[config.mk]
export PLATFORM = sky130hd
export DESIGN_NAME = frame_sequencer
export DESIGN_NICKNAME = d
export VERILOG_FILES = /design/src/rtl/video_pkg.sv /design/src/rtl/video_timing_gen.sv /design/src/rtl/frame_sequencer.sv
export SDC_FILE = /design/constraint.sdc
export NUM_CORES = 1
export LEC_CHECK = 0
export ABC_AREA = 0
export CAP_MARGIN = 40
export CELL_PAD_IN_SITES_DETAIL_PLACEMENT = 1
export CELL_PAD_IN_SITES_GLOBAL_PLACEMENT = 2
export CORE_UTILIZATION = 30
export DETAILED_ROUTE_END_ITERATION = 10
export PLACE_DENSITY_LB_ADDON = 0.3
export SYNTH_ARGS = -nofsm -noshare
export SYNTH_HDL_FRONTEND = slang
export SYNTH_SLANG_ARGS = --single-unit
export TNS_END_PERCENT = 1
[constraint.sdc]
create_clock -name clk -period 2.3 [get_ports clk]
set_input_delay 0.345 -clock clk [delete_from_list [all_inputs] [get_ports clk]]
set_output_delay 0.345 -clock clk [all_outputs]
set_load 0.005 [all_outputs]
[src/rtl/video_pkg.sv]
// rtl/video_pkg.sv - default 640x480 raster timing and frame sequencer state type
package video_pkg;

    localparam int DEF_H_ACTIVE = 640;
    localparam int DEF_H_FRONT  = 16;
    localparam int DEF_H_SYNC   = 96;
    localparam int DEF_H_BACK   = 48;
    localparam int DEF_V_ACTIVE = 480;
    localparam int DEF_V_FRONT  = 10;
    localparam int DEF_V_SYNC   = 2;
    localparam int DEF_V_BACK   = 33;

    typedef enum logic [1:0] {
        RUN,
        START,
        COPY,
        RESUME
    } frame_state_t;

endpackage

[src/rtl/video_timing_gen.sv]
// rtl/video_timing_gen.sv - raster counters with registered sync/enable decode
module video_timing_gen
    import video_pkg::*;
#(
    parameter int H_ACTIVE    = DEF_H_ACTIVE,
    parameter int H_FRONT     = DEF_H_FRONT,
    parameter int H_SYNC      = DEF_H_SYNC,
    parameter int H_BACK      = DEF_H_BACK,
    parameter int V_ACTIVE    = DEF_V_ACTIVE,
    parameter int V_FRONT     = DEF_V_FRONT,
    parameter int V_SYNC      = DEF_V_SYNC,
    parameter int V_BACK      = DEF_V_BACK,
    parameter bit SYNC_POL    = 1'b0,
    parameter int COORD_WIDTH = 10
) (
    input  logic                   clk,
    input  logic                   reset,
    output logic [COORD_WIDTH-1:0] hpos,
    output logic [COORD_WIDTH-1:0] vpos,
    output logic                   hsync,
    output logic                   vsync,
    output logic                   display_on,
    output logic                   vs_start
);

    localparam int H_TOTAL = H_ACTIVE + H_FRONT + H_SYNC + H_BACK;
    localparam int V_TOTAL = V_ACTIVE + V_FRONT + V_SYNC + V_BACK;

    localparam logic [COORD_WIDTH-1:0] H_LAST  = COORD_WIDTH'(H_TOTAL - 1);
    localparam logic [COORD_WIDTH-1:0] V_LAST  = COORD_WIDTH'(V_TOTAL - 1);
    localparam logic [COORD_WIDTH-1:0] H_VIS   = COORD_WIDTH'(H_ACTIVE);
    localparam logic [COORD_WIDTH-1:0] V_VIS   = COORD_WIDTH'(V_ACTIVE);
    localparam logic [COORD_WIDTH-1:0] HS_BEG  = COORD_WIDTH'(H_ACTIVE + H_FRONT);
    localparam logic [COORD_WIDTH-1:0] HS_END  = COORD_WIDTH'(H_ACTIVE + H_FRONT + H_SYNC);
    localparam logic [COORD_WIDTH-1:0] VS_BEG  = COORD_WIDTH'(V_ACTIVE + V_FRONT);
    localparam logic [COORD_WIDTH-1:0] VS_END  = COORD_WIDTH'(V_ACTIVE + V_FRONT + V_SYNC);

    logic [COORD_WIDTH-1:0] h_next;
    logic [COORD_WIDTH-1:0] v_next;

    always_comb begin
        h_next = hpos + COORD_WIDTH'(1);
        v_next = vpos;
        if (hpos == H_LAST) begin
            h_next = '0;
            v_next = (vpos == V_LAST) ? '0 : vpos + COORD_WIDTH'(1);
        end
    end

    // Decode the next position so the sync/enable flops line up with hpos/vpos.
    always_ff @(posedge clk or negedge reset) begin
        if (!reset) begin
            hpos       <= '0;
            vpos       <= '0;
            hsync      <= ~SYNC_POL;
            vsync      <= ~SYNC_POL;
            display_on <= 1'b0;
        end else begin
            hpos       <= h_next;
            vpos       <= v_next;
            hsync      <= (h_next >= HS_BEG && h_next < HS_END) ? SYNC_POL : ~SYNC_POL;
            vsync      <= (v_next >= VS_BEG && v_next < VS_END) ? SYNC_POL : ~SYNC_POL;
            display_on <= (h_next < H_VIS) && (v_next < V_VIS);
        end
    end

    assign vs_start = (hpos == '0) && (vpos == VS_BEG);

endmodule

[src/rtl/frame_sequencer.sv]
// rtl/frame_sequencer.sv - raster timing plus per-frame vblank copy/resume sequencing
module frame_sequencer
    import video_pkg::*;
#(
    parameter int H_ACTIVE    = DEF_H_ACTIVE,
    parameter int H_FRONT     = DEF_H_FRONT,
    parameter int H_SYNC      = DEF_H_SYNC,
    parameter int H_BACK      = DEF_H_BACK,
    parameter int V_ACTIVE    = DEF_V_ACTIVE,
    parameter int V_FRONT     = DEF_V_FRONT,
    parameter int V_SYNC      = DEF_V_SYNC,
    parameter int V_BACK      = DEF_V_BACK,
    parameter bit SYNC_POL    = 1'b0,
    parameter int COORD_WIDTH = 10,
    parameter int COPY_CYCLES = 1024,
    parameter int PIPE_DELAY  = 2,
    parameter bit DROP_MODE   = 1'b1
) (
    input  logic                   clk,
    input  logic                   reset,
    input  logic                   cpu_wait,
    output logic [COORD_WIDTH-1:0] hpos,
    output logic [COORD_WIDTH-1:0] vpos,
    output logic                   hsync,
    output logic                   vsync,
    output logic                   display_on,
    output logic                   hsync_d,
    output logic                   vsync_d,
    output logic                   display_on_d,
    output logic                   copy_start,
    output logic                   gpu_reset,
    output logic                   resume,
    output logic                   copy,
    output logic                   overrun,
    output logic [15:0]            frame_count,
    output logic [15:0]            drop_count
);

    localparam int H_TOTAL = H_ACTIVE + H_FRONT + H_SYNC + H_BACK;
    localparam int V_TOTAL = V_ACTIVE + V_FRONT + V_SYNC + V_BACK;
    localparam logic [15:0] COPY_LOAD = 16'(COPY_CYCLES - 1);
    localparam logic [2:0]  IDLE_TAP  = {~SYNC_POL, ~SYNC_POL, 1'b0};

    if (COPY_CYCLES < 1 || COPY_CYCLES > 65536 || COPY_CYCLES + 2 >= H_TOTAL * V_TOTAL) begin : g_bad_copy_cycles
        $error("frame_sequencer: COPY_CYCLES out of range for this raster");
    end

    logic         vs_start;
    frame_state_t state;
    logic [15:0]  copy_left;
    logic [2:0]   tap_in;

    video_timing_gen #(
        .H_ACTIVE    (H_ACTIVE),
        .H_FRONT     (H_FRONT),
        .H_SYNC      (H_SYNC),
        .H_BACK      (H_BACK),
        .V_ACTIVE    (V_ACTIVE),
        .V_FRONT     (V_FRONT),
        .V_SYNC      (V_SYNC),
        .V_BACK      (V_BACK),
        .SYNC_POL    (SYNC_POL),
        .COORD_WIDTH (COORD_WIDTH)
    ) u_timing (
        .clk        (clk),
        .reset      (reset),
        .hpos       (hpos),
        .vpos       (vpos),
        .hsync      (hsync),
        .vsync      (vsync),
        .display_on (display_on),
        .vs_start   (vs_start)
    );

    always_ff @(posedge clk or negedge reset) begin
        if (!reset) begin
            state       <= RUN;
            copy_left   <= '0;
            copy_start  <= 1'b0;
            gpu_reset   <= 1'b0;
            resume      <= 1'b0;
            copy        <= 1'b0;
            overrun     <= 1'b0;
            frame_count <= '0;
            drop_count  <= '0;
        end else begin
            copy_start <= 1'b0;
            gpu_reset  <= 1'b0;
            resume     <= 1'b0;
            case (state)
                RUN: begin
                    if (vs_start) begin
                        if (cpu_wait || !DROP_MODE) begin
                            state      <= START;
                            copy_start <= 1'b1;
                            gpu_reset  <= 1'b1;
                            copy       <= 1'b1;
                            copy_left  <= COPY_LOAD;
                            if (!cpu_wait) overrun <= 1'b1;
                        end else begin
                            drop_count <= drop_count + 16'd1;
                        end
                    end
                end
                START, COPY: begin
                    if (vs_start) drop_count <= drop_count + 16'd1;
                    // copy_left counts the copy cycles still owed after this one.
                    if (copy_left == '0) begin
                        state       <= RESUME;
                        copy        <= 1'b0;
                        resume      <= 1'b1;
                        frame_count <= frame_count + 16'd1;
                    end else begin
                        state     <= COPY;
                        copy_left <= copy_left - 16'd1;
                    end
                end
                RESUME: begin
                    if (vs_start) drop_count <= drop_count + 16'd1;
                    state <= RUN;
                end
                default: state <= RUN;
            endcase
        end
    end

    assign tap_in = {hsync, vsync, display_on};

    if (PIPE_DELAY == 0) begin : g_pass
        assign {hsync_d, vsync_d, display_on_d} = tap_in;
    end else begin : g_pipe
        for (genvar i = 0; i < PIPE_DELAY; i++) begin : g_stage
            logic [2:0] d;
            logic [2:0] q;
            if (i == 0) begin : g_src
                assign d = tap_in;
            end else begin : g_src
                assign d = g_stage[i-1].q;
            end
            always_ff @(posedge clk or negedge reset) begin
                if (!reset) q <= IDLE_TAP;
                else        q <= d;
            end
        end
        assign {hsync_d, vsync_d, display_on_d} = g_stage[PIPE_DELAY-1].q;
    end

endmodule

==> metrics.txt <==
final-report max-slew violation count 0; sum of net half-perimeters after detailed placement 7550 um; highest clock frequency the design can meet 441 MHz; WL met3 273 um; highest ir drop seen on vdd 0.000349 V; clock sink total 82; Slowest Stage Delay on Critical Path 0.56 ns; worst reg2reg endpoint copy_left[14]; length of the first detailed-routing pass in iterations 4; ordered list of cells on the worst path or4_4 > or3b_2 > a311oi_1 > o21ai_1 > xor2_1 > nor2_1; antenna violations before repair 0; arrival time at the worst endpoint 2.54 ns; post-synth cell types 54; Synth warnings 0; top cell type's share of synthesized area 47.1%; cells taking the most area after synthesis dfrtp_1 (47%), xnor2_1 (5.9%), xor2_1 (5.9%); remaining routing DRC violations 0; sequential area share after synthesis 51.0%; Critical R2R Launch copy_left[5]; unrepaired setup endpoints after global routing true; depth of the worst register-to-register path 6; overall via count from detail_route 3283; worst skew pair latency 0.34 ns; CTS Root Cell clkbuf_16; Post-Synthesis Net Count 399; wire length of the first global-routing pass 17900 um; Primary FF master, synth dfrtp_1; area leader, netlist dfrtp_1; area enclosed by the die boundary 0.0139 mm2; Synth-to-Final Area Change 37.7%; overall die width 118 um; max-cap check violation count 0; top fanout value on the critical path 4; Core Rows 42; uppermost metal layer occupied by signal nets met4; share of post-route cells with drive strength above 1 19.1%; last element of the critical path copy_left[14]; internal power consumption 2210 uW; CTS tree yes; type of the tightest min-delay check reg -> reg; Critical Path Start Type flop; Crit. Startpoint copy_left[5]; # port buffers 64; overall overflow remaining after global route 0; number of buffers added by the clock tree synthesis step 9; post-synthesis register bit count 82; ANT cells 0; Avg Synthesized Cell Area 10.4 um2; met2 routed wirelength 5020 um; vias in the first global route 3533; number of violations reported at the end of detailed-routing iteration 0 110; Starting Density 30.6%; global-route usage over all layers 16.0%; Setup-failing EPs final 0; LEAKAGE 0.00237 uW; setup TNS 0 ns; worst-case clock buffer depth 2; worst clock skew on the final layout 0.00900 ns; Clock power frac 47.4%; worst-path cell with the longest stage delay or4_4; Worst Hold Margin 0.350 ns; Synth Cell Area 0.00404 mm2; WS Path Type reg -> reg; switching pwr 605 uW; run status finished clean; portion of the clock cycle consumed by the worst path in the final layout 98.6%; Final Routed Wirelength 10200 um; weighted congestion reported at the end of routability-driven placement 0.793; number of enable flip-flop cells after synthesis 0; sequential share of power 51.2%; fraction of synthesis flops using an asynchronous set or reset pin 100%; routed length per instance 15.0 um; CP endpoint kind flop; largest net degree at the start of global routing 35; Hold Path Origin g_pipe.g_stage[0].q[0]; hold violation total from the final report 0; number of H-tree levels 3; combinational share of power 1.4%; net total in the final layout 510; I/O pin cnt 66; post-route antenna net violation count 0; power per cell area 507 mW/mm2; total core area 0.0132 mm2; clock-pin slew on the worst setup and hold paths 0.06 ns; gate count after technology mapping 387; fraction of power spent switching nets 21.5%; FF-to-FF setup slack 0.03 ns; total routed wire length on the met1 layer 4760 um; routed vias/inst 4.84; required time worst endpoint 2.57 ns; final critical-path required period 2.27 ns; chip height 118 um
-- worst min path at each step --
stage	end	slack, ns	cells after the start
floorplan	copy	0.05	0
global placement	copy_left[10]	0.29	1
detailed placement	copy_left[10]	0.29	1
CTS	g_pipe.g_stage[1].q[0]	0.35	0
global route	g_pipe.g_stage[1].q[2]	0.36	0
finish	g_pipe.g_stage[1].q[0]	0.35	0
-- per-layer routing --
metal | GRT usage [%] | vias up
met2 | 27.1 | 57
met5 | 0 | -
met4 | 5.05 | 0
met1 | 20.7 | 1633
met3 | 2.76 | 13
li1 | - | 1580
-- placed cells by master (no fill, tap or decap), drive strengths merged, types with 2 or more instances in the layout --
cell type	count
clkdlybuf4s50	63
nor3	11
clkinvlp	2
mux2	2
nand4	12
o21ai	17
a311oi	2
nand2	37
xor2	27
a41oi	2
clkbuf	14
dfstp	6
nor4b	4
and2	2
buf	51
inv	16
or3b	3
or3	6
dfrtp	76
nand3	22
o211ai	9
xnor2	27
nand2b	3
or2	2
nor4	5
and3	6
or4	5
o2111ai	3
a21oi	5
a31oi	2
and4	6
nor2b	3
nor2	28
ha	9
-- cells in the mapped netlist (all sizes together) (3+ instances only) --
master,instances
ha,9
inv,16
and3,6
nor2b,3
nand4,12
or3b,3
a21oi,5
nor3,11
o2111ai,3
nor4b,4
or4,5
o21ai,17
clkbuf,8
dfstp,6
dfrtp,76
and4,6
nand2b,3
nand2,37
o211ai,9
xor2,27
buf,7
or3,6
nor2,28
nor4,5
nand3,22
xnor2,27
-- cell type report --
cell class / count / area [um2]
clock inverters: 2 / 15.0
inverters: 16 / 60.1
flip-flops and latches: 82 / 2060
repair buffers: 115 / 1050
clock buffers: 14 / 254
multi-input cells: 274 / 1900
well taps: 176 / 220
fillers: 1469 / 7630
-- through the flow --
stage	total power [uW]	instances	setup slack, ns	util, %	cell area (um2)
4_1_cts	2860	677	0.0288	41.7	5500
3_5_place_dp	1510	660	-0.0924	39.4	5200
6_report	2820	679	0.0319	42.1	5560
3_3_place_gp	1510	660	-0.0138	39.4	5200
2_1_floorplan	1470	387	0.0342	-	4040
5_1_grt	2920	679	-0.0716	42.1	5560
-- logic make-up after synthesis --
family	Yosys count	synth area share (%)
adder cells (fa/ha/maj)	9	2.79
flip-flops	82	51.0
other	1	0.0929
buffers and inverters	31	3.47
AO/OA/AOI/OAI	49	8.09
XOR/XNOR	54	11.7
AND/OR/NAND/NOR	159	22.3
multiplexers	2	0.558
-- flip-flops by register name, indices dropped and copies added, names as in the netlist --
| register | flops |
|---|---|
| copy_left | 16 |
| drop_count | 16 |
| frame_count | 16 |
| u_timing.hpos | 10 |
| u_timing.vpos | 10 |
| g_pipe.g_stage.q | 6 |
| state | 2 |
| copy | 1 |
| gpu_reset | 1 |
| resume | 1 |
| u_timing.display_on | 1 |
| u_timing.hsync | 1 |
| u_timing.vsync | 1 |
-- worst max-delay path, delay by kind of cell, from the launching register on --
kind             cells  cell delay [ns]
XOR/XNOR             1             0.16
AO/OA/AOI/OAI        2             0.47
AND/OR/NAND/NOR      3             1.18
flip-flops           1             0.39
-- what timing repair did --
| item | in CTS | in global routing |
|---|---|---|
| pin swaps | 0 | 3 |
| hold buffers | 1 | 0 |
| buffers inserted | 0 | 2 |
| hold endpoints to repair | 22 | 0 |
| endpoints found under the setup margin | 13 | 33 |
| resized for setup | 5 | 10 |
-- power groups by stage --
stage          combinational (uW)  clock [uW]  sequential (uW)
6_report                     38.9        1340             1440
5_1_grt                      46.3        1440             1440
4_1_cts                      42.2        1380             1440
3_5_place_dp                 40.7           0             1470
3_3_place_gp                 40.0           0             1470
2_1_floorplan                1.59           0             1470
Power figures use the tool's default switching activity.
